--- config.mk ---
export PLATFORM = sky130hd
export DESIGN_NAME = gate_scheduler
export DESIGN_NICKNAME = d
export VERILOG_FILES = /design/src/rtl/gate_scheduler.sv
export SDC_FILE = /design/constraint.sdc
export NUM_CORES = 1
export LEC_CHECK = 0
export ABC_AREA = 1
export BUFFER_PORTS_ARGS = -buffer_cell sky130_fd_sc_hd__buf_2
export CAP_MARGIN = 20
export CORE_MARGIN = 4
export CORE_UTILIZATION = 29
export CTS_BUF_LIST = sky130_fd_sc_hd__clkbuf_8
export CTS_CLUSTER_SIZE = 12
export DETAILED_ROUTE_END_ITERATION = 6
export SLEW_MARGIN = 5
export SYNTH_ARGS = -nofsm -noshare
export SYNTH_HDL_FRONTEND = slang
export SYNTH_SLANG_ARGS = --single-unit
--- constraint.sdc ---
create_clock -name clk -period 1.03 [get_ports clk]
set_input_delay 0.0515 -clock clk [delete_from_list [all_inputs] [get_ports clk]]
set_output_delay 0.0515 -clock clk [all_outputs]
set_load 0.005 [all_outputs]
--- src/rtl/gate_scheduler.sv ---
// Sequencer for the gate matrix-vector products of one recurrent-cell timestep.
// Each gate runs through CLEAR, ISSUE (NCOL column reads), DRAIN and RESULT, with a handshake on RESULT.
module gate_scheduler #(
    parameter int NCOL          = 16,
    parameter int NGATE         = 4,
    parameter int ADDR_BITWIDTH = $clog2(NCOL)
) (
    input  logic                     clk,
    input  logic                     reset,
    input  logic                     start,
    input  logic                     resultReady,
    output logic                     busy,
    output logic [ADDR_BITWIDTH-1:0] colAddress,
    output logic [1:0]               gateSel,
    output logic                     macClear,
    output logic                     macEn,
    output logic                     resultValid,
    output logic [1:0]               resultGate,
    output logic                     done
);

    typedef enum logic [2:0] {
        IDLE   = 3'd0,
        CLEAR  = 3'd1,
        ISSUE  = 3'd2,
        DRAIN  = 3'd3,
        RESULT = 3'd4,
        DONE   = 3'd5
    } state_t;

    localparam logic [ADDR_BITWIDTH-1:0] COL_LAST  = ADDR_BITWIDTH'(NCOL - 1);
    localparam logic [1:0]               GATE_LAST = 2'(NGATE - 1);

    state_t                   state_q, state_d;
    logic [ADDR_BITWIDTH-1:0] col_q, col_d;
    logic [1:0]               gate_q, gate_d;
    logic                     mac_en_q, mac_en_d;

    always_ff @(posedge clk) begin
        if (reset) begin
            state_q  <= IDLE;
            col_q    <= '0;
            gate_q   <= '0;
            mac_en_q <= 1'b0;
        end else begin
            state_q  <= state_d;
            col_q    <= col_d;
            gate_q   <= gate_d;
            mac_en_q <= mac_en_d;
        end
    end

    always_comb begin
        state_d     = state_q;
        col_d       = col_q;
        gate_d      = gate_q;
        // Memory data arrives one cycle after the address, so enable trails ISSUE by one cycle.
        mac_en_d    = (state_q == ISSUE);
        busy        = 1'b1;
        macClear    = 1'b0;
        resultValid = 1'b0;
        resultGate  = '0;
        done        = 1'b0;
        case (state_q)
            IDLE: begin
                busy = 1'b0;
                if (start) begin
                    state_d = CLEAR;
                    gate_d  = '0;
                    col_d   = '0;
                end
            end
            CLEAR: begin
                macClear = 1'b1;
                col_d    = '0;
                state_d  = ISSUE;
            end
            ISSUE: begin
                if (col_q == COL_LAST) begin
                    col_d   = '0;
                    state_d = DRAIN;
                end else begin
                    col_d = col_q + ADDR_BITWIDTH'(1);
                end
            end
            DRAIN: state_d = RESULT;
            RESULT: begin
                resultValid = 1'b1;
                resultGate  = gate_q;
                if (resultReady) begin
                    if (gate_q == GATE_LAST) begin
                        state_d = DONE;
                    end else begin
                        gate_d  = gate_q + 2'd1;
                        state_d = CLEAR;
                    end
                end
            end
            DONE: begin
                done    = 1'b1;
                state_d = IDLE;
            end
            default: begin
                busy     = 1'b0;
                state_d  = IDLE;
                col_d    = '0;
                gate_d   = '0;
                mac_en_d = 1'b0;
            end
        endcase
    end

    assign colAddress = col_q;
    assign gateSel    = gate_q;
    assign macEn      = mac_en_q;

endmodule

==> run metrics <==
failing checks=setup timing; Synth top area share=0.365; #FFs+latches synth=10; FF-to-FF End=gateSel[1]$_SDFFE_PP0P_; critical-path maximum fanout=4; Static Leak=0.466 nW; WHS Path Cells=2; Post-Synthesis Cells=87; DRC=0; PortBufs=16; setup_tns=-0.941 ns; antenna violations before repair=0; GRT met2 Usage=0.242; Final setup viols=12; via count=642; sinks on the clock net=10; GRT met1 Usage=0.145; first-pass GRT wire length=2.64 mm; min-delay src=reset; status=finished, violations left; post-route ant nets=0; Synth cell types=14; sequential share of the synthesized area=0.365; grt met3 use=0.0292; worst-margin pin slew=0.263 ns; vias in the first global route=620; CP startpoint=state_q[1]$_SDFFE_PP0P_; Most Crowded Layer GR=met2; CTS buffer count=3; crit path DAT=1.12 ns; Core Area=0.00176 mm^2; worst vdd ir=0.576 mV; hold buffers post-CTS=0; Synth warnings=0; final WL=1.67 mm; Hold Vio Cnt, Final=0; clock root cell=clkbuf_8; Min-Delay Endpoint=colAddress[1]$_SDFFE_PP0P_; Iter 0 DRT Violations=5; worst-skew pair later-pin latency=0.24 ns; CTS tree=yes; die area=0.00265 mm^2; critical path endpoint category=output port; total track usage=0.136; synthesized cell area=548 um^2; WHS=0.0969 ns; vias per cell=4.37; clock-pin slew on the worst setup and hold paths=0.05 ns; layout net count=129; IO Pins=17; H-tree Lvls=1; fin. max-slew vios=0; GRT Residual Overflow=0; Final GP Congestion=0.870; relative slew slack=0.823; max_cap viols=0; Initial Util=0.311; worst-case clock buffer depth=2; maximum clock rate=0.854 GHz; Required @ worst endpoint=0.98 ns; Pwr Total=1.50 mW; Area Overhead vs Synth=69.9%; cell taking the most area after synthesis=dfxtp_1; startpoint types=flip-flop; syn nets=93; R2R depth=6; synth top area cells=dfxtp_1 37%, nand2_1 20%, nor2_1 12%; Core Rows=15; Mean Syn Cell Area=6.30 um^2; HP Class=input port to flip-flop; RSZ-0062 raised after global routing=yes; R2R setup slack=-0.10 ns; routed length per placed instance=11.4 um; die height=51.5 um; layout cells sized above 1=0.533; Clock Skew=0.00264 ns; final period utilization=1.14; hpwl dp=1.11 mm; Antenna diodes=0; Final min period=1.17 ns; PwrDens=1610 mW/mm^2; setup ws final=-0.141 ns; Die Span X=51.5 um; Pre-antenna DRT Iters=2; critical path class=flip-flop to output port; pin count of the biggest net entering global routing=8; r2r startpoint=state_q[1]$_SDFFE_PP0P_
-- cells in the final DEF, fill, tap and decap left out, drive strengths merged --
master / count
a21oi: 5
buf: 31
clkbuf: 4
dfxtp: 10
ha: 2
inv: 13
nand2: 29
nand3: 4
nor2: 20
nor4: 1
o21a: 1
o21ai: 1
xor2: 1
-- worst max path at each step --
stage                              endpoint  slack, ns  cells after the start
global placement    gateSel[0]$_SDFFE_PP0P_      -0.13                      7
floorplan           state_q[2]$_SDFFE_PP0P_     -0.003                      7
global route                           busy      -0.18                      7
detailed placement  gateSel[0]$_SDFFE_PP0P_      -0.13                      7
finish                                 busy      -0.14                      7
CTS                                    busy      -0.11                      7
-- state kept, by name, indices dropped and copies added, names as in the netlist --
name and count:
state_q 3, macEn 1, gateSel 2, colAddress 4
-- where the power goes --
group | leakage (nW) | total [mW] | switching, mW | internal (mW)
clock | 0.0288 | 0.498 | 0.161 | 0.337
sequential | 0.0846 | 0.482 | 0.0482 | 0.434
combinational | 0.353 | 0.518 | 0.286 | 0.232
-- critical path, cell delays in order, from the launching register on --
cell and delay, ns:
dfxtp_4 0.37, inv_4 0.09, nand2_4 0.05, nand2_2 0.06, inv_2 0.04, buf_6 0.11, nand2_2 0.06, buf_2 0.11
-- cells by family after synthesis --
logic type	after synthesis	synth area share
xor gates and xnor gates	1	0.0160
AOI/OAI and AO/OA	7	0.0685
and+or+nand+nor	54	0.416
buffers and inverters	13	0.0890
adders and majority gates	2	0.0457
DFF	10	0.365
-- synth_stat cells --
cell type and instances:
dfxtp_1 10, nand3_1 4, o21ai_0 1, nor2_2 1, nor2_1 17, a21oi_1 5
inv_2 1, nand2_1 29, inv_1 12, xor2_1 1, nor2_4 2, ha_1 2
o21a_1 1, nor4_1 1
-- routing by layer --
| layer | vias to the layer above | part of all wire |
|---|---|---|
| met5 | - | 0 |
| met4 | 0 | 0.020 |
| met3 | 4 | 0.029 |
| met2 | 10 | 0.52 |
| met1 | 294 | 0.43 |
| li1 | 334 | - |
-- stage by stage --
step	util	setup WS (ns)	instance area, um^2	cells
5_1_grt	0.528	-0.181	931	147
2_1_floorplan	-	-0.00277	564	87
6_report	0.528	-0.141	931	147
3_5_place_dp	0.438	-0.133	773	141
4_1_cts	0.497	-0.110	877	147
3_3_place_gp	0.438	-0.132	773	141
-- what timing repair did --
action / 4_1_cts / 5_1_grt
pin swaps: 4 / 2
endpoints found under the hold margin: 0 / 0
gates resized for setup: 15 / 17
setup endpoints to repair: 14 / 15
buffers inserted: 2 / 0
-- layout make-up --
class | instances | area, um^2
Sequential cell | 10 | 214
Fill cell | 173 | 833
Clock buffer | 4 | 55.1
Tap cell | 25 | 31.3
Timing Repair Buffer | 31 | 196
Inverter | 13 | 53.8
Multi-Input combinational cell | 64 | 380
Note: power is estimated with default switching activity, not from simulation.
